$ cat config.mk
export PLATFORM = sky130hd
export DESIGN_NAME = rvfi_check_sequencer
export DESIGN_NICKNAME = d
export VERILOG_FILES = /design/src/rtl/rvfi_seq_pkg.sv /design/src/rtl/rvfi_retire_count.sv /design/src/rtl/rvfi_check_sequencer.sv
export SDC_FILE = /design/constraint.sdc
export NUM_CORES = 1
export LEC_CHECK = 0
export ABC_AREA = 1
export CAP_MARGIN = 20
export CORE_ASPECT_RATIO = 1.5
export CORE_MARGIN = 8
export CORE_UTILIZATION = 39
export CTS_CLUSTER_SIZE = 20
export DETAILED_ROUTE_END_ITERATION = 6
export PLACE_DENSITY_LB_ADDON = 0.12
export SLEW_MARGIN = 20
export SYNTH_ARGS = -nofsm -noshare
export SYNTH_HDL_FRONTEND = slang
export SYNTH_HIERARCHICAL = 1
export SYNTH_SLANG_ARGS = --single-unit
$ cat constraint.sdc
create_clock -name clk -period 2.2 [get_ports clk]
set_clock_uncertainty 0.1 [all_clocks]
set_input_delay 0.44 -clock clk [delete_from_list [all_inputs] [get_ports clk]]
set_output_delay 0.44 -clock clk [all_outputs]
set_load 0.01 [all_outputs]
$ cat src/rtl/rvfi_seq_pkg.sv
// Shared types and constants for the RVFI check sequencer.
package rvfi_seq_pkg;

   localparam int CYC_W = 8;
   localparam logic [CYC_W-1:0] CYC_MAX = '1;

   typedef enum logic [2:0] {
      ST_RESET  = 3'd0,
      ST_WARMUP = 3'd1,
      ST_FIRE   = 3'd2,
      ST_DONE   = 3'd3,
      ST_HALTED = 3'd4
   } seq_state_t;

endpackage

$ cat src/rtl/rvfi_retire_count.sv
// Popcount and lowest-set-index encoder over the NRET retire-valid vector.
module rvfi_retire_count
   import rvfi_seq_pkg::*;
#(
   parameter int NRET   = 1,
   parameter int SLOT_W = 1,
   parameter int POP_W  = 1
) (
   input  logic [NRET-1:0]   valid,
   output logic [POP_W-1:0]  pop,
   output logic [SLOT_W-1:0] slot,
   output logic              any
);

   // Walk from the top down so the lowest valid index is the last one written.
   always_comb begin
      pop  = '0;
      slot = '0;
      any  = 1'b0;
      for (int k = NRET - 1; k >= 0; k--) begin
         if (valid[k]) begin
            pop  = pop + POP_W'(1);
            slot = SLOT_W'(k);
            any  = 1'b1;
         end
      end
   end

endmodule

$ cat src/rtl/rvfi_check_sequencer.sv
// Sequences one bounded check run: core reset, warm-up, single checker enable pulse.
// Optional retire-order monotonicity check enabled by RISCV_FORMAL_ORDER_CHECK_EN.
module rvfi_check_sequencer
   import rvfi_seq_pkg::*;
#(
   parameter int NRET         = 1,
   parameter int RESET_CYCLES = 5,
   parameter int CHECK_CYCLE  = 20,
   parameter int CNT_W        = 16
) (
   input  logic                                 clk,
   input  logic                                 resetn,
   input  logic [NRET-1:0]                      rvfi_valid,
   input  logic [NRET-1:0]                      rvfi_halt,
   input  logic [64*NRET-1:0]                   rvfi_order,
   output logic                                 core_reset,
   output logic                                 checker_enable,
   output logic [((NRET > 1) ? $clog2(NRET) : 1)-1:0] check_slot,
   output logic                                 check_hit,
   output logic [2:0]                           seq_state,
   output logic [CNT_W-1:0]                     retire_cnt,
   output logic                                 order_err
);

   localparam int SLOT_W = (NRET > 1) ? $clog2(NRET) : 1;
   localparam int POP_W  = $clog2(NRET + 1);
   localparam int SUM_W  = CNT_W + POP_W;
   localparam logic [CNT_W-1:0] CNT_MAX = '1;
   localparam logic [CYC_W:0]   RST_END = (CYC_W + 1)'(RESET_CYCLES);
   localparam logic [CYC_W:0]   CHK_END = (CYC_W + 1)'(CHECK_CYCLE);

   seq_state_t        state, state_nx;
   logic [CYC_W-1:0]  cycle;
   logic [CYC_W:0]    cyc_inc;
   logic [POP_W-1:0]  pop;
   logic [SLOT_W-1:0] slot;
   logic              any_valid, halt_any, live;

   function automatic logic [CNT_W-1:0] sat_add(input logic [CNT_W-1:0] a,
                                                input logic [POP_W-1:0] b);
      logic [SUM_W-1:0] sum;
      sum = SUM_W'(a) + SUM_W'(b);
      if (sum > SUM_W'(CNT_MAX)) return CNT_MAX;
      return sum[CNT_W-1:0];
   endfunction

   rvfi_retire_count #(.NRET(NRET), .SLOT_W(SLOT_W), .POP_W(POP_W)) u_count (
      .valid (rvfi_valid),
      .pop   (pop),
      .slot  (slot),
      .any   (any_valid)
   );

   assign cyc_inc   = {1'b0, cycle} + (CYC_W + 1)'(1);
   assign halt_any  = |(rvfi_valid & rvfi_halt);
   assign live      = (state != ST_RESET) && (state != ST_HALTED);
   assign seq_state = state;

   always_ff @(posedge clk or negedge resetn) begin
      if (!resetn) state <= ST_RESET;
      else         state <= state_nx;
   end

   // A halt seen in the last warm-up cycle wins over the move to FIRE.
   always_comb begin
      state_nx = state;
      unique case (state)
         ST_RESET:  if (cyc_inc == RST_END) state_nx = ST_WARMUP;
         ST_WARMUP: begin
            if (halt_any)                  state_nx = ST_HALTED;
            else if (cyc_inc == CHK_END)   state_nx = ST_FIRE;
         end
         ST_FIRE:   state_nx = ST_DONE;
         default:   state_nx = state;
      endcase
   end

   // check_hit/check_slot capture the FIRE-cycle inputs and are visible from the following cycle.
   always_ff @(posedge clk or negedge resetn) begin
      if (!resetn) begin
         cycle          <= '0;
         core_reset     <= 1'b1;
         checker_enable <= 1'b0;
         check_hit      <= 1'b0;
         check_slot     <= '0;
         retire_cnt     <= '0;
      end else begin
         if (cycle != CYC_MAX) cycle <= cycle + CYC_W'(1);
         core_reset     <= (state_nx == ST_RESET);
         checker_enable <= (state_nx == ST_FIRE);
         if (state == ST_FIRE) begin
            check_hit  <= any_valid;
            check_slot <= slot;
         end
         if (live) retire_cnt <= sat_add(retire_cnt, pop);
      end
   end

`ifdef RISCV_FORMAL_ORDER_CHECK_EN
   logic [63:0] last_order, order_hi, order_exp;
   logic        seen, seen_nx, mismatch;

   always_comb begin
      mismatch  = 1'b0;
      seen_nx   = seen;
      order_hi  = last_order;
      order_exp = last_order + 64'd1;
      for (int k = 0; k < NRET; k++) begin
         if (rvfi_valid[k]) begin
            if (seen_nx && (rvfi_order[64*k +: 64] != order_exp)) mismatch = 1'b1;
            seen_nx   = 1'b1;
            order_hi  = rvfi_order[64*k +: 64];
            order_exp = rvfi_order[64*k +: 64] + 64'd1;
         end
      end
   end

   always_ff @(posedge clk or negedge resetn) begin
      if (!resetn) begin
         last_order <= '0;
         seen       <= 1'b0;
         order_err  <= 1'b0;
      end else if (state != ST_RESET) begin
         last_order <= order_hi;
         seen       <= seen_nx;
         if (mismatch) order_err <= 1'b1;
      end
   end

`ifdef FORMAL
   always_comb assert (!order_err);
`endif
`else
   logic unused_order;
   assign unused_order = ^rvfi_order;
   assign order_err    = 1'b0;
`endif

endmodule

==> impl_results.md <==
- Diode count: 0
- TritonCTS clock tree: done
- Via/cell ratio: 4.95
- Die Area: 6940 µm²
- Starting Density: 0.396
- Die W: 70.8 µm
- Flops & latches, synth: 31
- Fin crit share: 0.884
- Synth top area share: 0.428
- Final setup vio count: 0
- EDFF count, synth: 0
- Final Max Tran Viols: 0
- Maximum clock frequency: 0.514 GHz
- Post-route ant nets: 0
- Layout net count: 325
- Setup Slack @ Placement: -316 ps
- RSZ-0062 raised after global routing: false
- Top-count cell post-synth: nand2_1
- CTS Root Cell: clkbuf_8
- Clock transition at path regs: 70 ps
- Vias in the first global route: 1480
- Worst setup EP type: register
- Worst VDD drop: 285 µV
- CTS sink count: 31
- Ys Warns: 6
- Sequential share of the synthesized area: 0.443
- Worst-skew pair later-pin latency: 280 ps
- Most frequent cells after synthesis: nand2_1 (48), dfrtp_1 (30), nand3_1 (20)
- Initial antenna violation count: 0
- Syn_area_per_cell: 8.24 µm²
- Req. time, crit path: 2320 ps
- Gr usage total: 0.116
- Ratio of cells with drive above 1 in the final layout: 0.213
- Max-cap violation count: 0
- Area leader, netlist: dfrtp_1
- H-tree depth: 2
- Largest net degree at the start of global routing: 32
- Total grt overflow: 0
- Multi-input gate area: 851 µm²
- Io pins: 92
- CP arrival: 2070 ps
- Register area: 777 µm²
- Dpl hpwl: 2920 µm
- Final Util: 0.509
- DRC violations left: 0
- Placer Congestion: 0.799
- Cell count after synthesis: 213
- Row count: 30
- Fillers: 440
- PnR worst setup slack: 255 ps
- Min Tclk post-route: 1940 ps
- WHS: 416 ps
- Synth top area cells: dfrtp_1 (43%), nand2_1 (10%), nand3_1 (5.7%), nor2_1 (3.9%), inv_1 (3.6%)
- Syn Std Cell Area: 1750 µm²
- Detailed-route via count: 1496
- Die Span Y: 98.1 µm
- CORE AREA: 4430 µm²
- CTS Hold Bufs: 0
- CP Max Fanout: 6
- Status: finished clean
- P_leak: 1.10 nW
- Port-buffer cells: 26
- Unique masters post-synth: 31
- Worst-case clock buffer depth: 2
- Fin. Hold Viols: 0
- P&R area growth vs syn: 28.5%
- CTS Buf Count: 5
- Routed len/inst: 13.0 µm
- PwrDens: 639 nW/µm²
- Inst Count DP: 293
- Setup CP Type: reg -> reg
- Ys async rst share: 1.00
- Critical path launch point type: register
- Global-route wire length before repair: 6500 µm
- First drt pass iteration count: 4
- Post-CTS Setup Inserts: 0
- Number of DRC markers in iteration 0: 36
- Post-synth top flop: dfrtp_1
- Post-Layout Cell Count: 302
- Overall routed net length: 3920 µm
- Syn nets: 285
- Min-delay worst type: reg -> reg
-- cells in the final DEF (no fill, tap or decap), drive strengths merged, types with 3 or more instances in the layout --
cell           netlist  final
a31oi                3      3
buf                  6     12
clkbuf               0      8
clkdlybuf4s50        0     25
dfrtp               30     30
ha                   4      4
inv                 25     25
nand2               54     54
nand3               21     21
nand3b               4      4
nand4                9      9
nor2                24     24
nor3                 6      6
o21ai                7      7
or2                  4      4
xnor2                3      3
xor2                 5      5
-- kinds of logic after synthesis --
kind of cell,after synthesis,share of synthesized area
flops,31,0.443
buf+inv,31,0.0799
compound gates,11,0.0414
simple gates,124,0.350
fa+ha+maj,4,0.0285
mux,2,0.0128
xor+xnor,8,0.0399
other cells,2,0.00428
-- per-layer routing --
layer | vias up | part of all wire | wire, µm | global-route usage
met5 | - | 0 | 0 | 0
met4 | 0 | 0.020 | 77 | 0.0483
met3 | 8 | 0.047 | 183 | 0.0359
met2 | 24 | 0.54 | 2120 | 0.216
met1 | 706 | 0.39 | 1540 | 0.112
li1 | 758 | - | - | -
-- sequential cells by signal (all words and copies together), names as in the netlist --
| name | flops |
|---|---|
| core_reset | 1 |
| retire_cnt | 16 |
| seq_state | 3 |
| check_hit | 1 |
| cycle | 8 |
| checker_enable | 1 |
| check_slot | 1 |
-- critical path: stages (launching register included) --
cell and delay, ps:
dfrtp_1 390, ha_2 190, ha_1 160, nand2_1 60
inv_1 70, nand3_1 80, inv_2 70, nand2_2 80
inv_2 70, nand2_1 50, nor2_2 160, nand4_4 150
clkbuf_16 200, nand2_1 60
-- report_power, final --
group,internal (mW),total (mW),switching (mW)
clock network,0.222,0.435,0.213
logic,0.174,0.308,0.135
registers,0.630,0.697,0.0667
total,1.03,1.44,0.415
-- final timing paths --
| check | startpoint | end | slack (ps) | cells after the start |
|---|---|---|---|---|
| max | retire_cnt[0]$_DFFE_PN0P_ | retire_cnt[10]$_DFFE_PN0P_ | 260 | 13 |
| min | check_hit$_DFFE_PN0P_ | check_hit$_DFFE_PN0P_ | 420 | 1 |
| max reg2reg | retire_cnt[0]$_DFFE_PN0P_ | retire_cnt[10]$_DFFE_PN0P_ | 260 | 13 |
| min reg2reg | check_hit$_DFFE_PN0P_ | check_hit$_DFFE_PN0P_ | 420 | 1 |
| max in group asynchronous | resetn | core_reset$_DFF_PN1_ | 1220 | 2 |
| min in group asynchronous | resetn | retire_cnt[9]$_DFFE_PN0P_ | 460 | 2 |
-- layout make-up --
type	instances	area share
Multi-Input combinational cell	151	0.378
Inverter	25	0.0416
Clock inverter	1	0.00222
Timing Repair Buffer	39	0.173
Sequential cell	31	0.345
Clock buffer	7	0.0339
Tap cell	48	0.0267
-- per-stage QoR --
stage | total power [mW] | TNS (ps) | instance area (µm²)
after floorplan | 0.839 | 0 | 1750
after global placement | 1.01 | -4360 | 2130
after detailed placement | 1.02 | -4170 | 2130
after CTS | 1.46 | 0 | 2210
after global routing | 1.52 | 0 | 2250
final | 1.44 | 0 | 2250
-- what timing repair did --
item                                    CTS  global route
pin swaps                                 0             1
cloned                                    0             1
hold endpoints to repair                  0             0
endpoints found under the setup margin    2            14
gates resized for setup                   1             3
Power figures use the tool's default switching activity.
==> variant: new RTL, config.mk and constraints unchanged <==
Add an input register stage for `rvfi_halt`, with the module's reset; this delays it by one clock. The other inputs are not delayed to match.
--- a/src/rtl/rvfi_check_sequencer.sv
+++ b/src/rtl/rvfi_check_sequencer.sv
@@ -30,4 +30,14 @@
    localparam logic [CYC_W:0]   CHK_END = (CYC_W + 1)'(CHECK_CYCLE);
 
+   logic [NRET-1:0] rvfi_halt_q;
+
+   always_ff @(posedge clk or negedge resetn) begin
+      if (!resetn) begin
+         rvfi_halt_q <= '0;
+      end else begin
+         rvfi_halt_q <= rvfi_halt;
+      end
+   end
+
    seq_state_t        state, state_nx;
    logic [CYC_W-1:0]  cycle;
@@ -53,5 +63,5 @@
 
    assign cyc_inc   = {1'b0, cycle} + (CYC_W + 1)'(1);
-   assign halt_any  = |(rvfi_valid & rvfi_halt);
+   assign halt_any  = |(rvfi_valid & rvfi_halt_q);
    assign live      = (state != ST_RESET) && (state != ST_HALTED);
    assign seq_state = state;
Function: changed (a bounded check fails within 10 cycles, from zero or initial values and one cycle with resetn low).
==> variant against the original RTL <==
Fmax increased by 2.3%; worst setup slack improved by 0.044 ns; die area increased by 1.5%; synthesized area increased by 1.9%; sequential cell count increased by 1; routed wire length decreased by 0.13%; clock power increased by 42%; count of clock-buffer cells in the layout unchanged; synthesized cell count decreased by 0.94%; largest power group unchanged; critical path depth decreased by 12; final area increased by 3.3%; cell count unchanged; power increased by 15%; sequential power increased by 3%.
==> variant: results (changes against the original RTL) <==
slowest_stage: "clkdlybuf4s50_1"
pre_cts_slack_ns: -0.3287  # -0.01287 ns
placed_area_um2: 2186  # +2.6%
arrival_ns: 1.36  # -0.71 ns
track_usage_pct: 12.16  # +0.60 points
gp_congestion: 0.7965  # -0.30%
holdWs_ns: 0.4215  # +0.005397 ns
met2_length_um: 2075  # -2.0%
worst_slack_ns: 0.2991  # +0.04373 ns
synth_fp_nets: 283  # -0.70%
cp_max_fo: 7  # +1
worstHoldEndpoint: "check_slot$_DFFE_PN0P_"
synth_area_leaders: "dfrtp_1 (43%), nand2_1 (9.5%), nand3_1 (5.0%)"
grt_start_max_net_pins: 33  # +3.1%
final_layout_size_suffix_gt1_share_pct: 22.83  # +1.6 points
grt_pass1_vias: 1501  # +1.4%
p_switching_uw: 420.0  # +1.3%
endpoint: "retire_cnt[8]"
rr_worst_depth: 10  # -3
grt_use_met1_pct: 13.05  # +1.8 points
wl_met1_um: 1627  # +5.6%
ys_seq_area_share_pct: 44.89  # +0.59 points
met2_usage_pct: 21.52  # -0.057 points
hold_start: "check_slot$_DFFE_PN0P_"
grt_pass1_wl_um: 6913  # +6.4%
drt-initial-drc-count: 124  # +240%
startpoint: "retire_cnt[8]$_DFFE_PN0P_"
timing.rr.start: "cycle[0]$_DFFE_PN0P_"
r2r_setup_slack_ns: 0.32  # +0.06 ns
wirelength_um: 3915  # -0.13%
outcome: "finished clean"
variant: area by class of cell:
type                            count  area (um^2)
Clock buffer                        7        96.34
Clock inverter                      1        30.03
Fill cell                         445         2138
Inverter                           24        90.09
Multi-Input combinational cell    149        862.1
Sequential cell                    32        802.0
Tap cell                           48        60.06
Timing Repair Buffer               41        387.9
variant: repair_timing:
action | CTS | global route
gates resized for setup | 2 | 2
hold buffers | 0 | 0
setup endpoints to repair | 5 | 16
pin swaps | 0 | 2
variant: cell families after synthesis:
family	Yosys count	synth area share, %
other	2	0.4203
AO/OA/AOI/OAI	12	4.342
adder cells (fa/ha/maj)	4	2.801
AND/OR/NAND/NOR	120	34.24
XOR/XNOR	9	4.412
buffers and inverters	30	7.633
multiplexers	2	1.260
flip-flops	32	44.89
variant: power by group through the flow:
stage               Sequential, mW  Combinational [mW]  Clock (mW)
floorplan                    0.746               0.120           0
global placement             0.729               0.324           0
detailed placement           0.731               0.327           0
CTS                          0.720               0.329       0.632
global route                 0.728               0.365       0.654
finish                       0.717               0.320       0.616
